<file path="config.mk">
export PLATFORM = sky130hd
export DESIGN_NAME = dy_frame_sched
export DESIGN_NICKNAME = d
export VERILOG_FILES = /design/src/rtl/dy_frame_sched.sv
export SDC_FILE = /design/constraint.sdc
export NUM_CORES = 1
export LEC_CHECK = 0
export CAP_MARGIN = 10
export CELL_PAD_IN_SITES_DETAIL_PLACEMENT = 1
export CELL_PAD_IN_SITES_GLOBAL_PLACEMENT = 2
export CORE_MARGIN = 3
export CORE_UTILIZATION = 41
export DETAILED_ROUTE_END_ITERATION = 7
export PLACE_DENSITY = 0.9
export SLEW_MARGIN = 15
export SYNTH_ARGS = -nofsm -noshare
export SYNTH_HDL_FRONTEND = slang
export SYNTH_SLANG_ARGS = --single-unit
</file>
<file path="constraint.sdc">
create_clock -name clk_sys -period 11.4 [get_ports clk_sys]
set_input_delay 2.28 -clock clk_sys [delete_from_list [all_inputs] [get_ports clk_sys]]
set_output_delay 2.28 -clock clk_sys [all_outputs]
set_load 0.1 [all_outputs]
</file>
<file path="src/rtl/dy_frame_sched.sv">
// dy_frame_sched: collects host command bytes into 128-bit DY instruction frames
// and replays each loaded frame to the modulator: on for frame_len clocks, off for
// gap_len clocks, repeated cfg_repeat times. A shadow buffer fills while the
// active frame is being sent.
// Optional build macro DY_FRAME_CRC_EN: 17-byte frames whose last byte is a CRC-8
// (poly 0x07, init 0x00, MSB first) over bytes 0..15; adds the err_crc port.
module dy_frame_sched #(
  parameter int U_DLY   = 1,
  parameter int TIMER_W = 24
) (
  input  logic               clk_sys,
  input  logic               rst_n,
  input  logic [TIMER_W-1:0] cfg_frame_len,
  input  logic [TIMER_W-1:0] cfg_gap_len,
  input  logic [7:0]         cfg_repeat,
  input  logic               cfg_abort,
  input  logic               cmd_valid,
  input  logic               cmd_sof,
  input  logic [7:0]         cmd_data,
  output logic               cmd_ready,
  output logic               dy_tx_en,
  output logic [127:0]       dy_tx_data,
  output logic               frame_done,
  output logic               err_frame,
`ifdef DY_FRAME_CRC_EN
  output logic               err_crc,
`endif
  output logic               busy
);

  typedef enum logic [1:0] {S_IDLE, S_SEND, S_GAP} state_t;

  // Index of the byte that completes a frame (the CRC byte when checking is on).
`ifdef DY_FRAME_CRC_EN
  localparam logic [4:0] LAST_IDX = 5'd16;
`else
  localparam logic [4:0] LAST_IDX = 5'd15;
`endif

  // U_DLY is accepted for drop-in compatibility; registers update without delay.
  if (U_DLY < 0) begin : g_u_dly_unused
  end

  state_t               state_reg, state_next;
  logic [TIMER_W-1:0]   timer_reg, timer_next;
  logic [7:0]           rep_cnt_reg, rep_cnt_next;
  logic [TIMER_W-1:0]   frame_len_reg, frame_len_next;
  logic [TIMER_W-1:0]   gap_len_reg, gap_len_next;
  logic [7:0]           repeat_reg, repeat_next;
  logic [127:0]         tx_data_reg, tx_data_next;
  logic                 tx_en_reg, done_reg, done_next, busy_reg, ready_reg;
  logic [127:0]         shadow_reg, shadow_next;
  logic                 shadow_full_reg, shadow_full_next;
  logic [4:0]           idx_reg, idx_next;
  logic [15:0]          wr_en;
  logic                 set_full, load, err_frame_reg, err_frame_next;
  logic                 accept;
`ifdef DY_FRAME_CRC_EN
  logic [7:0]           crc_reg, crc_next;
  logic                 err_crc_reg, err_crc_next;

  function automatic logic [7:0] crc8_upd(input logic [7:0] crc, input logic [7:0] b);
    logic [7:0] c;
    c = crc ^ b;
    for (int i = 0; i < 8; i++) c = c[7] ? ((c << 1) ^ 8'h07) : (c << 1);
    return c;
  endfunction
`endif

  assign accept = cmd_valid & ready_reg;

  // Byte collection: index tracking, framing errors and frame completion.
  always_comb begin
    idx_next       = idx_reg;
    wr_en          = '0;
    set_full       = 1'b0;
    err_frame_next = 1'b0;
`ifdef DY_FRAME_CRC_EN
    crc_next       = crc_reg;
    err_crc_next   = 1'b0;
`endif
    if (cfg_abort) begin
      idx_next = 5'd0;
    end else if (accept) begin
      if (cmd_sof) begin
        // SOF always restarts the frame; a partial frame in progress is an error.
        err_frame_next = (idx_reg != 5'd0);
        wr_en[0]       = 1'b1;
        idx_next       = 5'd1;
`ifdef DY_FRAME_CRC_EN
        crc_next       = crc8_upd(8'h00, cmd_data);
`endif
      end else if (idx_reg == 5'd0) begin
        err_frame_next = 1'b1;
      end else if (idx_reg == LAST_IDX) begin
        idx_next = 5'd0;
`ifdef DY_FRAME_CRC_EN
        if (cmd_data == crc_reg) set_full = 1'b1;
        else                     err_crc_next = 1'b1;
`else
        wr_en[15] = 1'b1;
        set_full  = 1'b1;
`endif
      end else begin
        wr_en[idx_reg[3:0]] = 1'b1;
        idx_next            = idx_reg + 5'd1;
`ifdef DY_FRAME_CRC_EN
        crc_next            = crc8_upd(crc_reg, cmd_data);
`endif
      end
    end
  end

  // Byte 0 lands in the MSB lane; abort wipes the whole shadow.
  for (genvar gi = 0; gi < 16; gi++) begin : g_lane
    assign shadow_next[127-8*gi -: 8] = cfg_abort ? 8'h00 :
                                        (wr_en[gi] ? cmd_data : shadow_reg[127-8*gi -: 8]);
  end

  // A load empties the shadow; completion fills it (the two never coincide).
  assign shadow_full_next = !cfg_abort & (set_full | (shadow_full_reg & !load));

  // Scheduler next-state: IDLE waits for a frame, SEND/GAP time the repeats.
  always_comb begin
    state_next     = state_reg;
    timer_next     = timer_reg;
    rep_cnt_next   = rep_cnt_reg;
    frame_len_next = frame_len_reg;
    gap_len_next   = gap_len_reg;
    repeat_next    = repeat_reg;
    tx_data_next   = tx_data_reg;
    done_next      = 1'b0;
    load           = 1'b0;
    if (cfg_abort) begin
      state_next   = S_IDLE;
      timer_next   = '0;
      rep_cnt_next = 8'd0;
    end else begin
      case (state_reg)
        S_IDLE: load = shadow_full_reg;
        S_SEND: begin
          if (timer_reg == frame_len_reg - TIMER_W'(1)) begin
            state_next = S_GAP;
            timer_next = '0;
          end else begin
            timer_next = timer_reg + TIMER_W'(1);
          end
        end
        S_GAP: begin
          if (timer_reg == gap_len_reg - TIMER_W'(1)) begin
            rep_cnt_next = rep_cnt_reg + 8'd1;
            timer_next   = '0;
            if (({1'b0, rep_cnt_reg} + 9'd1) < {1'b0, repeat_reg}) begin
              state_next = S_SEND;
            end else begin
              done_next = 1'b1;
              // Chain straight into the waiting frame without an IDLE cycle.
              if (shadow_full_reg) load = 1'b1;
              else                 state_next = S_IDLE;
            end
          end else begin
            timer_next = timer_reg + TIMER_W'(1);
          end
        end
        default: state_next = S_IDLE;
      endcase
    end
    if (load) begin
      tx_data_next   = shadow_reg;
      frame_len_next = (cfg_frame_len == '0) ? TIMER_W'(1) : cfg_frame_len;
      gap_len_next   = (cfg_gap_len == '0) ? TIMER_W'(1) : cfg_gap_len;
      repeat_next    = (cfg_repeat == 8'd0) ? 8'd1 : cfg_repeat;
      rep_cnt_next   = 8'd0;
      timer_next     = '0;
      state_next     = S_SEND;
    end
  end

  // State and registered outputs; reset also clears the active frame data.
  always_ff @(posedge clk_sys or negedge rst_n) begin
    if (!rst_n) begin
      state_reg       <= S_IDLE;
      timer_reg       <= '0;
      rep_cnt_reg     <= 8'd0;
      frame_len_reg   <= TIMER_W'(1);
      gap_len_reg     <= TIMER_W'(1);
      repeat_reg      <= 8'd1;
      tx_data_reg     <= '0;
      tx_en_reg       <= 1'b0;
      done_reg        <= 1'b0;
      busy_reg        <= 1'b0;
      ready_reg       <= 1'b1;
      shadow_reg      <= '0;
      shadow_full_reg <= 1'b0;
      idx_reg         <= 5'd0;
      err_frame_reg   <= 1'b0;
`ifdef DY_FRAME_CRC_EN
      crc_reg         <= 8'h00;
      err_crc_reg     <= 1'b0;
`endif
    end else begin
      state_reg       <= state_next;
      timer_reg       <= timer_next;
      rep_cnt_reg     <= rep_cnt_next;
      frame_len_reg   <= frame_len_next;
      gap_len_reg     <= gap_len_next;
      repeat_reg      <= repeat_next;
      tx_data_reg     <= tx_data_next;
      tx_en_reg       <= (state_next == S_SEND);
      done_reg        <= done_next;
      busy_reg        <= (state_next != S_IDLE) | shadow_full_next;
      ready_reg       <= !shadow_full_next;
      shadow_reg      <= shadow_next;
      shadow_full_reg <= shadow_full_next;
      idx_reg         <= idx_next;
      err_frame_reg   <= err_frame_next;
`ifdef DY_FRAME_CRC_EN
      crc_reg         <= crc_next;
      err_crc_reg     <= err_crc_next;
`endif
    end
  end

  assign cmd_ready  = ready_reg;
  assign dy_tx_en   = tx_en_reg;
  assign dy_tx_data = tx_data_reg;
  assign frame_done = done_reg;
  assign err_frame  = err_frame_reg;
  assign busy       = busy_reg;
`ifdef DY_FRAME_CRC_EN
  assign err_crc    = err_crc_reg;
`endif

endmodule

</file>
==> flow_summary.json <==
{
  "max_stage_delay_ns": 0.78,
  "cts-hold-fix-buffers": 0,
  "cts_buffers": 40,
  "dpl.hpwl_um": 31800,
  "synthTopCellsByArea": "dfrtp_1, mux2_4, mux2i_1",
  "cp.buffers_inverters": 2,
  "fp.dieW_um": 210,
  "drt-initial-drc-count": 686,
  "port_buffers": 201,
  "worst_slew_pin_slew_ns": 1.18,
  "gr-max-usage-layer": "met2",
  "dp_cells": 2071,
  "cts_tree": "yes",
  "vias": 11700,
  "place_area_um2": 19400,
  "path_clk_slew_ns": 0.06,
  "cp_slowest_cell": "nor4b_1",
  "synth_mux_area_share_pct": 21.7,
  "p_leak_nw": 10.3,
  "grt_max_degree": 91,
  "status": "finished clean",
  "max-slew-margin-rel_pct": 21.2,
  "insertion_delay_ns": 0.56,
  "layout.cells.non_filler": 2143,
  "critPathKind": "reg -> reg",
  "dp_slack_ns": 6.33,
  "yosysMostFrequentCell": "dfrtp_1",
  "antenna_found_initial": 0,
  "use_met3_pct": 3.51,
  "holdCritPathClass": "reg -> reg",
  "ir_drop_mv": 0.125,
  "skew_ns": 0.0192,
  "grt_use_total_pct": 21.1,
  "fp-row-count": 73,
  "synthFlopType": "dfrtp_1",
  "use_met2_pct": 34.2,
  "max_freq_ghz": 0.200,
  "initial_core_util_pct": 42.1,
  "grtUsageMet1_pct": 29.0,
  "finalMaxSlewViolations": 0,
  "gp_congestion": 0.832,
  "cts_setup_buffers": 0,
  "final_nets": 1676,
  "core_um2": 40400,
  "syn_area_per_cell_um2": 12.0,
  "async_reset_ff_share_pct": 100,
  "fill_cells": 4190,
  "power_mw": 2.73,
  "synth_top_family_by_area": "multiplexers",
  "cts.sinks": 357,
  "synth_top_area_share_pct": 51.9,
  "wl_per_cell_um": 21.8,
  "fin_util_pct": 51.3,
  "p_per_area_nw_per_um2": 132,
  "finalSetupViolations": 0,
  "first_global_vias": 12800,
  "yosysSeqAreaShare_pct": 52.5,
  "dieArea_um2": 44000,
  "io_pins": 202,
  "finalHoldViolations": 0,
  "path_delay_family": "simple AND/OR/NAND/NOR gates",
  "syn_inst": 1412,
  "period_share_pct": 43.8,
  "drv_cap": 0,
  "vias_per_cell": 5.46,
  "rsz0062_at_grt": "no",
  "worst_slack_ns": 6.41,
  "finalCriticalPeriod_ns": 4.99,
  "grt_pass1_wl_um": 74100,
  "critical_path_arrival_ns": 5.42,
  "grt.overflow.total": 0,
  "drcViolationCount": 0,
  "crit_path_end_kind": "flop",
  "area_growth_pct": 21.7,
  "synth_edf_count": 0,
  "synth_compound_area_share_pct": 3.86,
  "drtPass1Iterations": 5,
  "root_buffer": "clkbuf_16",
  "synthesis.area_um2": 17000,
  "required_ns": 11.83,
  "post_route_cells_drive_above_1_share_pct": 17.4,
  "setup_tns_ns": 0,
  "ys_ff_latch": 357,
  "htree_levels": 2,
  "clock_tree.buffer_depth": 3,
  "cts_resized": 0,
  "postLayoutCellArea_um2": 20700,
  "die_h_um": 210,
  "synth_xor_area_share_pct": 4.74,
  "antenna-diode-count": 0,
  "crit_path_start_kind": "flop",
  "synth-simple-area-share_pct": 12.6,
  "postRouteAntennaNets": 0,
  "synth_cell_types": 67,
  "cp_max_fo": 32,
  "ys_warn_count": 0,
  "synth_nets": 1500,
  "drt_wl_total_um": 46600,
  "whs_ns": 0.474,
  "synth-adder-area-share_pct": 1.40,
  "path_cells": "inv_1, ha_1, nor4b_1, a41oi_1, a32oi_1, a21oi_1, or4b_4, nor4_4, nand3_4, o22ai_4, buf_4, mux2_2",
  "ys_top_cells_by_count": "dfrtp_1, nor2_1, mux2i_1",
  "yosys.area.top_type": "dfrtp_1"
}
[power breakdown]
part	switching [mW]	internal (mW)	leakage (nW)	total, mW
sequential	0.0186	1.28	4.91	1.30
clock	0.531	0.748	0.647	1.28
combinational	0.0967	0.0589	4.72	0.156
total	0.646	2.09	10.3	2.73
[tightest hold or removal path: cells and delay by family, from the launching register on]
family	cells	cell delay [ns]
multiplexers	1	0.06
flip-flops	1	0.37
buffers and inverters	1	0.04
[final timing paths]
path | to | start | slack, ns | cells past startpoint
min in group asynchronous | frame_len_reg[15] | rst_n | 1.74 | 1
max in group asynchronous | shadow_reg[21] | rst_n | 7.46 | 3
setup reg to reg | frame_len_reg[16] | gap_len_reg[0] | 6.41 | 12
hold / removal | repeat_reg[0] | repeat_reg[0] | 0.47 | 2
hold reg to reg | repeat_reg[0] | repeat_reg[0] | 0.47 | 2
setup / recovery | frame_len_reg[16] | gap_len_reg[0] | 6.41 | 12
[layer usage]
layer | part of all wire, % | wire (um)
met3 | 4.1 | 1920
met1 | 45 | 21100
met2 | 48 | 22200
met5 | 0 | 0
met4 | 3.0 | 1420
[layout make-up]
| cell class | count | area, um^2 | share of cell area [%] |
|---|---|---|---|
| multi-input combinational | 941 | 7550 | 36.5 |
| timing repair buffer | 213 | 2100 | 10.2 |
| sequential | 357 | 8940 | 43.2 |
| tap | 525 | 657 | 3.17 |
| inverter | 35 | 131 | 0.635 |
| clock inverter | 12 | 126 | 0.611 |
| clock buffer | 60 | 1190 | 5.73 |
[cells in the final DEF (no fill, tap or decap), types with 36 or more instances in the layout]
cell / Yosys / layout
dfrtp_1: 353 / 353
clkdlybuf4s50_1: 0 / 199
nor2_1: 186 / 186
nand2_1: 39 / 39
mux2i_1: 128 / 128
clkbuf_16: 0 / 40
mux2_4: 98 / 98
nand3_1: 36 / 36
xnor2_1: 60 / 60
mux2_2: 83 / 83
[logic make-up (layout without fill, tap and decap cells)]
family                     after synthesis  count (layout)
AOI/OAI and AO/OA                      100             100
muxes                                  309             309
DFF                                    357             357
buffers and inverters                  114             320
and+or+nand+nor                        421             421
xor gates and xnor gates                92              92
adders and majority gates               19              19
No activity file was read; power rests on OpenSTA's default activity.
